### src/rtl/iomem_wb_bridge_if.sv
// Bundle of the iomem request/response signals, the Wishbone master
// signals and the error status of iomem_wb_bridge.
// The master modport is the bridge's view; slave is the environment's view.
interface iomem_wb_bridge_if #(
  parameter int unsigned NUM_SLAVES = 2
);
  logic                       iomem_valid;
  logic [3:0]                 iomem_wstrb;
  logic [31:0]                iomem_addr;
  logic [31:0]                iomem_wdata;
  logic                       iomem_ready;
  logic [31:0]                iomem_rdata;

  logic [31:0]                wbm_adr_o;
  logic [31:0]                wbm_dat_o;
  logic                       wbm_we_o;
  logic [3:0]                 wbm_sel_o;
  logic [NUM_SLAVES-1:0]      wbm_cyc_o;
  logic [NUM_SLAVES-1:0]      wbm_stb_o;
  logic [NUM_SLAVES-1:0]      wbm_ack_i;
  logic [32*NUM_SLAVES-1:0]   wbm_dat_i;

  logic                       err_clr;
  logic                       err_o;
  logic [7:0]                 err_count;

  modport master (
    input  iomem_valid, iomem_wstrb, iomem_addr, iomem_wdata,
    input  wbm_ack_i, wbm_dat_i, err_clr,
    output iomem_ready, iomem_rdata,
    output wbm_adr_o, wbm_dat_o, wbm_we_o, wbm_sel_o, wbm_cyc_o, wbm_stb_o,
    output err_o, err_count
  );

  modport slave (
    output iomem_valid, iomem_wstrb, iomem_addr, iomem_wdata,
    output wbm_ack_i, wbm_dat_i, err_clr,
    input  iomem_ready, iomem_rdata,
    input  wbm_adr_o, wbm_dat_o, wbm_we_o, wbm_sel_o, wbm_cyc_o, wbm_stb_o,
    input  err_o, err_count
  );
endinterface

### src/rtl/iomem_wb_bridge.sv
// PicoSoC iomem to multi-slave Wishbone bridge.
// Decodes a slave index from the address, runs one Wishbone cycle per
// request, returns registered read data, and answers with an error word on
// decode errors or bus timeouts. Errors are kept in a sticky flag and a
// saturating counter.
module iomem_wb_bridge #(
  parameter int unsigned NUM_SLAVES     = 2,
  parameter logic [7:0]  WB_BASE        = 8'h03,
  parameter int unsigned SLAVE_SEL_LSB  = 16,
  parameter int unsigned TIMEOUT_CYCLES = 255,
  parameter logic [31:0] ERR_RDATA      = 32'hDEADBEEF
) (
  input  logic              clk,
  input  logic              reset,
  iomem_wb_bridge_if.master bus
);

  localparam int unsigned    IDX_W   = (NUM_SLAVES > 1) ? $clog2(NUM_SLAVES) : 1;
  localparam logic [IDX_W:0] NS_LIM  = (IDX_W + 1)'(NUM_SLAVES);
  localparam logic [15:0]    TO_LAST = 16'(TIMEOUT_CYCLES - 1);
  localparam bit             TO_EN   = (TIMEOUT_CYCLES != 0);

  typedef enum logic [1:0] {
    ST_IDLE   = 2'd0,
    ST_ACTIVE = 2'd1,
    ST_RESP   = 2'd2
  } state_t;

  state_t                state_q, state_d;
  logic [31:0]           adr_q, adr_d;
  logic [31:0]           dat_q, dat_d;
  logic                  we_q, we_d;
  logic [3:0]            sel_q, sel_d;
  logic [NUM_SLAVES-1:0] cyc_q, cyc_d;
  logic [15:0]           timer_q, timer_d;
  logic [31:0]           rdata_q, rdata_d;
  logic                  ready_q, ready_d;
  logic                  err_q, err_d;
  logic [7:0]            cnt_q, cnt_d;

  logic [IDX_W-1:0]      req_idx;
  logic                  in_range;
  logic                  idx_ok;
  logic                  ack_sel;
  logic [31:0]           ack_dat;
  logic                  err_ev;

  // Error counter stops at its maximum instead of wrapping.
  function automatic logic [7:0] sat_inc(input logic [7:0] v);
    return (v == 8'hFF) ? v : v + 8'd1;
  endfunction

  // One-hot cycle vector for a decoded slave index.
  function automatic logic [NUM_SLAVES-1:0] slave_onehot(input logic [IDX_W-1:0] idx);
    logic [NUM_SLAVES-1:0] v;
    v = '0;
    for (int k = 0; k < int'(NUM_SLAVES); k++) begin
      v[k] = (idx == IDX_W'(k));
    end
    return v;
  endfunction

  assign req_idx  = bus.iomem_addr[SLAVE_SEL_LSB +: IDX_W];
  assign in_range = (bus.iomem_addr[31:24] >= WB_BASE);
  assign idx_ok   = ({1'b0, req_idx} < NS_LIM);

  // The one-hot cyc vector masks out acks from slaves not in a cycle.
  assign ack_sel  = |(bus.wbm_ack_i & cyc_q);

  // Read-data mux driven by the one-hot cyc vector.
  always_comb begin
    ack_dat = '0;
    for (int k = 0; k < int'(NUM_SLAVES); k++) begin
      if (cyc_q[k]) ack_dat = ack_dat | bus.wbm_dat_i[32*k +: 32];
    end
  end

  // Transfer FSM: next state, bus latches, response and error events.
  always_comb begin
    state_d = state_q;
    adr_d   = adr_q;
    dat_d   = dat_q;
    we_d    = we_q;
    sel_d   = sel_q;
    cyc_d   = cyc_q;
    timer_d = timer_q;
    rdata_d = rdata_q;
    ready_d = 1'b0;
    err_ev  = 1'b0;
    case (state_q)
      ST_IDLE: begin
        if (bus.iomem_valid && in_range) begin
          if (idx_ok) begin
            adr_d   = bus.iomem_addr;
            dat_d   = bus.iomem_wdata;
            we_d    = |bus.iomem_wstrb;
            sel_d   = (|bus.iomem_wstrb) ? bus.iomem_wstrb : 4'hF;
            cyc_d   = slave_onehot(req_idx);
            timer_d = '0;
            state_d = ST_ACTIVE;
          end else begin
            // Index beyond the populated slaves: answer without a bus cycle.
            rdata_d = ERR_RDATA;
            ready_d = 1'b1;
            err_ev  = 1'b1;
            state_d = ST_RESP;
          end
        end
      end
      ST_ACTIVE: begin
        // A genuine ack beats a timeout landing on the same edge.
        if (ack_sel) begin
          rdata_d = ack_dat;
          ready_d = 1'b1;
          cyc_d   = '0;
          we_d    = 1'b0;
          state_d = ST_RESP;
        end else if (TO_EN && (timer_q == TO_LAST)) begin
          rdata_d = ERR_RDATA;
          ready_d = 1'b1;
          cyc_d   = '0;
          we_d    = 1'b0;
          err_ev  = 1'b1;
          state_d = ST_RESP;
        end else begin
          timer_d = timer_q + 16'd1;
        end
      end
      ST_RESP: begin
        state_d = ST_IDLE;
      end
      default: begin
        state_d = ST_IDLE;
      end
    endcase
  end

  // Sticky error flag and counter; a new error outranks a clear on the same edge.
  always_comb begin
    err_d = err_q;
    cnt_d = cnt_q;
    if (err_ev) begin
      err_d = 1'b1;
      cnt_d = bus.err_clr ? 8'd1 : sat_inc(cnt_q);
    end else if (bus.err_clr) begin
      err_d = 1'b0;
      cnt_d = 8'd0;
    end
  end

  // State and output registers; reset aborts any transfer without a ready pulse.
  always_ff @(posedge clk) begin
    if (reset) begin
      state_q <= ST_IDLE;
      adr_q   <= '0;
      dat_q   <= '0;
      we_q    <= 1'b0;
      sel_q   <= '0;
      cyc_q   <= '0;
      timer_q <= '0;
      rdata_q <= '0;
      ready_q <= 1'b0;
      err_q   <= 1'b0;
      cnt_q   <= '0;
    end else begin
      state_q <= state_d;
      adr_q   <= adr_d;
      dat_q   <= dat_d;
      we_q    <= we_d;
      sel_q   <= sel_d;
      cyc_q   <= cyc_d;
      timer_q <= timer_d;
      rdata_q <= rdata_d;
      ready_q <= ready_d;
      err_q   <= err_d;
      cnt_q   <= cnt_d;
    end
  end

  assign bus.iomem_ready = ready_q;
  assign bus.iomem_rdata = rdata_q;
  assign bus.wbm_adr_o   = adr_q;
  assign bus.wbm_dat_o   = dat_q;
  assign bus.wbm_we_o    = we_q;
  assign bus.wbm_sel_o   = sel_q;
  assign bus.wbm_cyc_o   = cyc_q;
  assign bus.wbm_stb_o   = cyc_q;
  assign bus.err_o       = err_q;
  assign bus.err_count   = cnt_q;

endmodule
### src/flat_wrapper.sv
// flat-port wrapper written by rule: the top's interface ports become plain ports
module iomem_wb_bridge_flat 
#(
  parameter int unsigned NUM_SLAVES     = 2,
  parameter logic [7:0]  WB_BASE        = 8'h03,
  parameter int unsigned SLAVE_SEL_LSB  = 16,
  parameter int unsigned TIMEOUT_CYCLES = 255,
  parameter logic [31:0] ERR_RDATA      = 32'hDEADBEEF
)
  (clk, reset, bus_iomem_valid, bus_iomem_wstrb, bus_iomem_addr, bus_iomem_wdata, bus_wbm_ack_i, bus_wbm_dat_i, bus_err_clr, bus_iomem_ready, bus_iomem_rdata, bus_wbm_adr_o, bus_wbm_dat_o, bus_wbm_we_o, bus_wbm_sel_o, bus_wbm_cyc_o, bus_wbm_stb_o, bus_err_o, bus_err_count);
  iomem_wb_bridge_if #(.NUM_SLAVES(NUM_SLAVES)) bus_i ();
  input  logic clk;
  input  logic reset;
  input wire logic [$bits(bus_i.iomem_valid)-1:0] bus_iomem_valid;
  input wire logic [$bits(bus_i.iomem_wstrb)-1:0] bus_iomem_wstrb;
  input wire logic [$bits(bus_i.iomem_addr)-1:0] bus_iomem_addr;
  input wire logic [$bits(bus_i.iomem_wdata)-1:0] bus_iomem_wdata;
  input wire logic [$bits(bus_i.wbm_ack_i)-1:0] bus_wbm_ack_i;
  input wire logic [$bits(bus_i.wbm_dat_i)-1:0] bus_wbm_dat_i;
  input wire logic [$bits(bus_i.err_clr)-1:0] bus_err_clr;
  output wire logic [$bits(bus_i.iomem_ready)-1:0] bus_iomem_ready;
  output wire logic [$bits(bus_i.iomem_rdata)-1:0] bus_iomem_rdata;
  output wire logic [$bits(bus_i.wbm_adr_o)-1:0] bus_wbm_adr_o;
  output wire logic [$bits(bus_i.wbm_dat_o)-1:0] bus_wbm_dat_o;
  output wire logic [$bits(bus_i.wbm_we_o)-1:0] bus_wbm_we_o;
  output wire logic [$bits(bus_i.wbm_sel_o)-1:0] bus_wbm_sel_o;
  output wire logic [$bits(bus_i.wbm_cyc_o)-1:0] bus_wbm_cyc_o;
  output wire logic [$bits(bus_i.wbm_stb_o)-1:0] bus_wbm_stb_o;
  output wire logic [$bits(bus_i.err_o)-1:0] bus_err_o;
  output wire logic [$bits(bus_i.err_count)-1:0] bus_err_count;
  assign bus_i.iomem_valid = bus_iomem_valid;
  assign bus_i.iomem_wstrb = bus_iomem_wstrb;
  assign bus_i.iomem_addr = bus_iomem_addr;
  assign bus_i.iomem_wdata = bus_iomem_wdata;
  assign bus_i.wbm_ack_i = bus_wbm_ack_i;
  assign bus_i.wbm_dat_i = bus_wbm_dat_i;
  assign bus_i.err_clr = bus_err_clr;
  assign bus_iomem_ready = bus_i.iomem_ready;
  assign bus_iomem_rdata = bus_i.iomem_rdata;
  assign bus_wbm_adr_o = bus_i.wbm_adr_o;
  assign bus_wbm_dat_o = bus_i.wbm_dat_o;
  assign bus_wbm_we_o = bus_i.wbm_we_o;
  assign bus_wbm_sel_o = bus_i.wbm_sel_o;
  assign bus_wbm_cyc_o = bus_i.wbm_cyc_o;
  assign bus_wbm_stb_o = bus_i.wbm_stb_o;
  assign bus_err_o = bus_i.err_o;
  assign bus_err_count = bus_i.err_count;
  iomem_wb_bridge #(.NUM_SLAVES(NUM_SLAVES), .WB_BASE(WB_BASE), .SLAVE_SEL_LSB(SLAVE_SEL_LSB), .TIMEOUT_CYCLES(TIMEOUT_CYCLES), .ERR_RDATA(ERR_RDATA)) u_core (.clk(clk), .reset(reset), .bus(bus_i));
endmodule
### config.mk
export PLATFORM = sky130hd
export DESIGN_NAME = iomem_wb_bridge_flat
export DESIGN_NICKNAME = d
export VERILOG_FILES = /design/src/rtl/iomem_wb_bridge_if.sv /design/src/rtl/iomem_wb_bridge.sv /design/src/flat_wrapper.sv
export SDC_FILE = /design/constraint.sdc
export NUM_CORES = 1
export LEC_CHECK = 0
export BUFFER_PORTS_ARGS = -buffer_cell sky130_fd_sc_hd__buf_2
export CAP_MARGIN = 20
export CELL_PAD_IN_SITES_DETAIL_PLACEMENT = 2
export CELL_PAD_IN_SITES_GLOBAL_PLACEMENT = 2
export CORE_UTILIZATION = 25
export DETAILED_ROUTE_END_ITERATION = 16
export HOLD_SLACK_MARGIN = 0.1
export PLACE_DENSITY_LB_ADDON = 0.25
export SLEW_MARGIN = 25
export SYNTH_ARGS = -nofsm -noshare
export SYNTH_HDL_FRONTEND = slang
export SYNTH_SLANG_ARGS = --single-unit
### constraint.sdc
create_clock -name clk -period 2.46 [get_ports clk]
set_input_delay 0 -clock clk [delete_from_list [all_inputs] [get_ports clk]]
set_output_delay 0 -clock clk [all_outputs]
set_load 0.005 [all_outputs]
==> impl_metrics.json, run 1 <==
{
  "status": "complete, no violations",
  "cts_root_buf": "clkbuf_16",
  "drv_slew": 0,
  "clk_pin_slew_ps": 60,
  "synth_top_area_cell": "dfxtp_1",
  "cp_cell_sequence": "buf_8 -> a22o_1 -> nand2_1 -> buf_4 -> a221oi_1 -> dlygate4sd3_1 -> nor3_1",
  "r2r-end": "u_core.bus.iomem_rdata[23]",
  "grt_max_degree": 72,
  "initial_utilization_pct": 25.51,
  "grt_pass1_wl_mm": 37.98,
  "drive_gt1_share_pct": 29.79,
  "tightest_slew_ps": 832.7,
  "end_kind": "register",
  "dpl_cell_area_mm2": 0.006636,
  "syn_nets": 768,
  "hp-start": "bus_iomem_valid",
  "cts_num_sinks": 131,
  "stdcell_area_mm2": 0.008593,
  "cts_made_buffers": 17,
  "final-setup-viol-count": 0,
  "n_fill_cell": 2251,
  "yosys_warnings": 0,
  "postRouteAntennaNets": 0,
  "cp_num_cells": 7,
  "rows": 52,
  "cp_top_family": "buffers and inverters",
  "skew_ps": 9.485,
  "die-area_mm2": 0.02123,
  "yosysSeqAreaShare_pct": 50.80,
  "clock.fmax_mhz": 425.0,
  "htree_levels": 4,
  "clk_latency_ps": 420,
  "path_buf_inv": 3,
  "fin_nets": 1136,
  "synth_most_common_cell": "nand2_1",
  "rrSetupSlack_ps": 110,
  "syn2layout_area_growth_pct": 66.46,
  "synth_seq_cells": 131,
  "p_per_area_mw_per_mm2": 659.8,
  "synth_top_family_by_area": "simple AND/OR/NAND/NOR gates",
  "drc": 0,
  "pre_cts_slack_ps": 267.9,
  "layout.cells.non_filler": 1279,
  "dp_cells": 1113,
  "synth_top_cell_area_share_pct": 50.80,
  "totalPowerFinal_mw": 5.669,
  "synth_xor_area_share_pct": 1.188,
  "finalHoldViolCount": 0,
  "grt_pass1_vias": 6879,
  "synth_compound_area_share_pct": 18.08,
  "grtUsageTotal_pct": 22.98,
  "finalCritPeriodShare_pct": 95.65,
  "wl_mm": 24.51,
  "netlist_area_mm2": 0.005162,
  "maxSlewHeadroom_pct": 43.76,
  "start_kind": "register",
  "drt_iter0_drc": 172,
  "io_buffers": 252,
  "ff_latch_area_mm2": 0.002623,
  "crit_arrival_ps": 2630,
  "setup_ws_ps": 107.1,
  "drtPass1Iterations": 4,
  "synthMuxAreaShare_pct": 0.1939,
  "worstPathMaxFanout": 36,
  "cp-endpoint": "u_core.bus.iomem_rdata[23]",
  "rsz0062_at_grt": "yes",
  "yosys.area_share.simple_pct": 24.24,
  "antenna_found_initial": 2,
  "synth_fa_ha_area_share_pct": 0.7271,
  "synth.distinct_cells": 46,
  "synth.avg_cell_area_um2": 8.234,
  "maxCapViolCount": 0,
  "design.core.area_mm2": 0.02023,
  "required_ps": 2740,
  "die_w_um": 145.7,
  "fin_util_pct": 42.47,
  "leakage_nw": 3.791,
  "netlist_instances": 627,
  "vdd_ir_drop_max_v": 0.0004110,
  "synth_area_leaders": "dfxtp_1, nand2_1, a21oi_1",
  "critPathSlowestCell": "dlygate4sd3_1",
  "async_flop_share_pct": 0,
  "gp_congestion": 0.8082,
  "die_h_um": 145.7,
  "vias": 6201,
  "ios": 253,
  "worstSetupPathType": "register to register",
  "ys.flop_type": "dfxtp_1",
  "synth_edf_count": 0,
  "grt_overflow": 0,
  "vias_per_cell": 4.848,
  "synth_commonest_cells": "nand2_1, dfxtp_1, a21oi_1",
  "critPathMaxStageDelay_ps": 640,
  "fin_crit_ps": 2353,
  "routedWlPerCell_um": 19.16,
  "cts_tree": "built",
  "multi_input_area_mm2": 0.002302,
  "hpwl_mm": 14.05,
  "worstRegToRegCells": 7,
  "r2r_start": "u_core.bus.wbm_cyc_o[1]",
  "min_path_type": "primary input to register",
  "crit_start": "u_core.bus.wbm_cyc_o[1]",
  "clock_path_buffers": 2
}
-- worst min-delay path: stages --
cell	delay (ps)
buf_2	110
o211a_2	220
a31oi_4	90
nor2_1	110
-- sequential cells by signal, summed over array words and instances, names as in the netlist --
name / count
u_core.timer_q: 16
u_core.bus.wbm_sel_o: 4
u_core.state_q: 2
u_core.bus.wbm_dat_o: 32
u_core.bus.wbm_cyc_o: 2
u_core.bus.err_count: 8
u_core.bus.iomem_rdata: 32
u_core.bus.iomem_ready: 1
u_core.bus.wbm_adr_o: 32
u_core.bus.err_o: 1
u_core.bus.wbm_we_o: 1
-- what timing repair did --
| action | 4_1_cts | 5_1_grt |
|---|---|---|
| setup buffers | 0 | 0 |
| hold endpoints to repair | 112 | 0 |
| setup endpoints to repair | 0 | 21 |
| gates resized for setup | 0 | 5 |
| hold buffers | 133 | 0 |
-- cell type report --
class,count,share of cell area (%)
Antenna cell,2,0.05824
Clock buffer,20,5.198
Clock inverter,11,1.805
Inverter,4,0.1747
Multi-Input combinational cell,445,26.79
Sequential cell,131,30.52
Tap cell,270,3.931
Timing Repair Buffer,396,31.52
-- metrics by stage --
step / hold WS, ps / setup TNS (ps)
after floorplan: 136.0 / 0
after global placement: 241.7 / 0
after detailed placement: 249.1 / 0
after CTS: 121.4 / 0
after global routing: 228.2 / -7.553
final: 170.1 / 0
-- power by group --
| group | internal [mW] | leakage (nW) | switching [mW] |
|---|---|---|---|
| Combinational | 0.371 | 2.44 | 0.411 |
| Sequential | 2.22 | 1.07 | 0.0576 |
| Clock | 1.62 | 0.284 | 0.987 |
-- metal layers --
metal / wire length (um) / share of wire [%] / GRT usage [%] / vias up
li1: - / - / - / 2913
met1: 9413 / 38 / 24.06 / 3019
met2: 12700 / 52 / 41.84 / 227
met3: 1623 / 6.6 / 6.991 / 42
met4: 767 / 3.1 / 10.74 / 0
met5: 0 / 0 / 0 / -
-- worst min path at each step --
| stage | cells after the start | slack, ps | end |
|---|---|---|---|
| 2_1_floorplan | 2 | 140 | u_core.bus.wbm_adr_o[0] |
| 3_3_place_gp | 3 | 240 | u_core.bus.wbm_dat_o[30] |
| 3_5_place_dp | 3 | 250 | u_core.bus.wbm_adr_o[14] |
| 4_1_cts | 4 | 120 | u_core.state_q[0] |
| 5_1_grt | 5 | 230 | u_core.bus.wbm_dat_o[7] |
| 6_report | 4 | 170 | u_core.state_q[0] |
-- placed cells by master (no fill, tap or decap), types with 3 or more instances in the layout --
master           n
a211oi_1         4
a21oi_1         90
a221oi_1        24
a22oi_1          8
and4_1           6
buf_2          251
buf_4            8
bufinv_16        3
clkbuf_16       17
clkinv_4         3
clkinvlp_4       3
dfxtp_1        131
dlygate4sd3_1  133
ha_1             3
inv_1            4
nand2_1        140
nand3_1         12
nand4_1          3
nor2_1          66
nor3_1          34
o21ai_0          6
o31ai_1          3
or3_1            7
or4_1            3
xnor2_1          7
-- logic make-up after synthesis --
logic type,count (synthesis)
mux,1
buf+inv,51
flops,131
fa+ha+maj,3
xor+xnor,7
compound gates,149
simple gates,285
Power figures use the tool's default switching activity.
==> run 2: changes to the inputs <==
- ABC_AREA: unset -> 1
==> impl_metrics.json, run 2 <==
{
  "status": "complete, no violations",
  "die_h_um": 154.2,
  "finalCritPeriodShare_pct": 93.77,
  "vdd_ir_drop_max_v": 0.0003588,
  "io_buffers": 252,
  "yosysSeqAreaShare_pct": 45.28,
  "clk_latency_ps": 420,
  "p_int_mw": 4.130,
  "rsz0062_at_grt": "no",
  "ys.flop_type": "dfxtp_1",
  "worstRegToRegCells": 7,
  "r2r_start": "u_core.state_q[1]",
  "critPathMaxStageDelay_ps": 570,
  "fin_nets": 1310,
  "layout_common_cells": "buf_2, nor2_1, nand2_1",
  "postCtsHoldBufs": 137,
  "synth_edf_count": 0,
  "grtUsageTotal_pct": 21.20,
  "p_seq_share_pct": 40.3,
  "drc": 0,
  "initial_utilization_pct": 25.50,
  "crit_arrival_ps": 2610,
  "fin_crit_ps": 2307,
  "whs_path_depth": 4,
  "start_kind": "register",
  "synth.avg_cell_area_um2": 7.240,
  "postRouteAntennaNets": 0,
  "synth_area_leaders": "dfxtp_1, nor2_1, nand2_1",
  "cts_num_sinks": 131,
  "p_comb_share_pct": 16.0,
  "end_kind": "register",
  "design.core.area_mm2": 0.02271,
  "synth.distinct_cells": 39,
  "tightest_slew_ps": 640.3,
  "finalHoldViolCount": 0,
  "skew_ps": 10.83,
  "drtPass1Iterations": 4,
  "die_w_um": 154.2,
  "post_cts_buffers": 0,
  "min_path_type": "primary input to register",
  "fin_util_pct": 40.42,
  "final-setup-viol-count": 0,
  "leakage_nw": 4.367,
  "async_flop_share_pct": 0,
  "grt_pass1_wl_mm": 39.36,
  "min_to": "u_core.bus.wbm_dat_o[26]",
  "cp_cell_sequence": "or2_0 -> nand3b_4 -> inv_2 -> o41ai_2 -> nor2_1 -> dlygate4sd3_1 -> nor2_1",
  "grt_max_degree": 65,
  "vias_per_cell": 4.622,
  "grt_overflow": 0,
  "grt_pass1_vias": 7372,
  "syn2layout_area_growth_pct": 58.50,
  "cts_root_buf": "clkbuf_16",
  "clock_path_buffers": 2,
  "drt_iter0_drc": 230,
  "clkPwrFrac_pct": 43.7,
  "critPathSlowestCell": "dlygate4sd3_1",
  "ios": 253,
  "synth_top_cell_area_share_pct": 45.28,
  "maxCapViolCount": 0,
  "netlist_area_mm2": 0.005792,
  "synth_commonest_cells": "nor2_1, nand2_1, dfxtp_1",
  "maxSlewHeadroom_pct": 57.31,
  "synth_most_common_cell": "nor2_1",
  "antenna_found_initial": 0,
  "rows": 55,
  "crit_path_frequent_cell": "nor2_1",
  "htree_levels": 4,
  "netlist_instances": 800,
  "layout_commonest_cell": "buf_2",
  "rrSetupSlack_ps": 150,
  "cts_made_buffers": 17,
  "cts_tree": "built",
  "worstPathMaxFanout": 27,
  "yosys_warnings": 0,
  "required_ps": 2770,
  "worstSetupPathType": "register to register",
  "r2r-end": "u_core.bus.wbm_sel_o[0]",
  "clock.fmax_mhz": 433.5,
  "routedWlPerCell_um": 16.91,
  "die-area_mm2": 0.02378,
  "hp-start": "reset",
  "power_switching_share_pct": 28.18,
  "antennaDiodeCount": 0,
  "wl_mm": 24.81,
  "netSwitchingPower_mw": 1.621,
  "tns_ps": 0,
  "clk_pin_slew_ps": 60,
  "drv_slew": 0,
  "p_per_area_mw_per_mm2": 626.5,
  "vias": 6780,
  "synth_top_area_cell": "dfxtp_1",
  "drive_gt1_share_pct": 28.17,
  "cts-resized-gates": 0,
  "syn_nets": 941,
  "gp_congestion": 0.7320,
  "synth_seq_cells": 131,
  "hpwl_mm": 15.58
}
run 2: cell types whose count changed after synthesis, sizes merged, moves of 21 or more:
| cell | delta |
|---|---|
| a221oi | -24 |
| a21oi | -58 |
| nor3 | -32 |
| nand3 | +22 |
| inv | +61 |
| nor2 | +123 |
| a31oi | +21 |
| o21ai | +87 |
run 2: cell type report:
| type | instances | area (um^2) |
|---|---|---|
| Multi-Input combinational cell | 555 | 2661 |
| Sequential cell | 131 | 2623 |
| Tap cell | 285 | 356.6 |
| Timing Repair Buffer | 397 | 2718 |
| Inverter | 67 | 252.7 |
| Clock inverter | 13 | 126.4 |
| Fill cell | 2627 | 13530 |
| Clock buffer | 19 | 442.9 |
run 2: critical path: cells and delay by family, from the launching register on:
kind / cells / cell delay, ps
and+or+nand+nor: 4 / 630
DFF: 1 / 330
AOI/OAI and AO/OA: 1 / 240
buffers and inverters: 2 / 1000
run 2: cell families after synthesis:
logic type               count (synthesis)  share of synthesized area [%]
adder cells (fa/ha/maj)                  3                         0.6482
AND/OR/NAND/NOR                        384                          28.99
flip-flops                             131                          45.28
XOR/XNOR                                 3                         0.4537
buffers and inverters                  114                          8.770
AO/OA/AOI/OAI                          165                          15.86
run 2: how the worst max path moves through the flow:
stage                     cells after the start                       to               from  slack, ps
after floorplan                              10        u_core.timer_q[0]  u_core.timer_q[0]        930
after global placement                        6  u_core.bus.wbm_sel_o[0]  u_core.state_q[1]        690
after detailed placement                     10        u_core.timer_q[1]  u_core.timer_q[0]        630
after CTS                                     7  u_core.bus.wbm_sel_o[0]  u_core.state_q[1]        150
after global routing                          7  u_core.bus.wbm_sel_o[0]  u_core.state_q[1]          6
final                                         7  u_core.bus.wbm_sel_o[0]  u_core.state_q[1]        150
run 2: layer usage:
| layer | wire, um | up-vias | track usage [%] |
|---|---|---|---|
| met5 | 0 | - | 0 |
| met4 | 551 | 0 | 7.429 |
| met3 | 1580 | 35 | 6.108 |
| met2 | 12180 | 197 | 38.42 |
| met1 | 10500 | 3229 | 23.54 |
| li1 | - | 3319 | - |
run 2: through the flow:
step | std cells | worst slack (ps) | total power [mW] | hold WS, ps | area, um^2
after floorplan | 800 | 928.4 | 2.737 | 120.7 | 5792
after global placement | 1298 | 688.2 | 3.064 | 241.7 | 7239
after detailed placement | 1298 | 629.6 | 3.086 | 257.0 | 7239
after CTS | 1467 | 146.3 | 5.795 | 123.7 | 9180
after global routing | 1467 | 6.405 | 6.026 | 180.9 | 9180
final | 1467 | 153.2 | 5.751 | 141.7 | 9180
run 2: power groups by stage:
stage                     registers, mW  clock network (mW)  logic (mW)
final                              2.32                2.51       0.922
after global routing               2.33                2.67        1.02
after CTS                          2.32                2.57       0.912
after detailed placement           2.36                   0       0.724
after global placement             2.36                   0       0.708
after floorplan                    2.37                   0       0.368
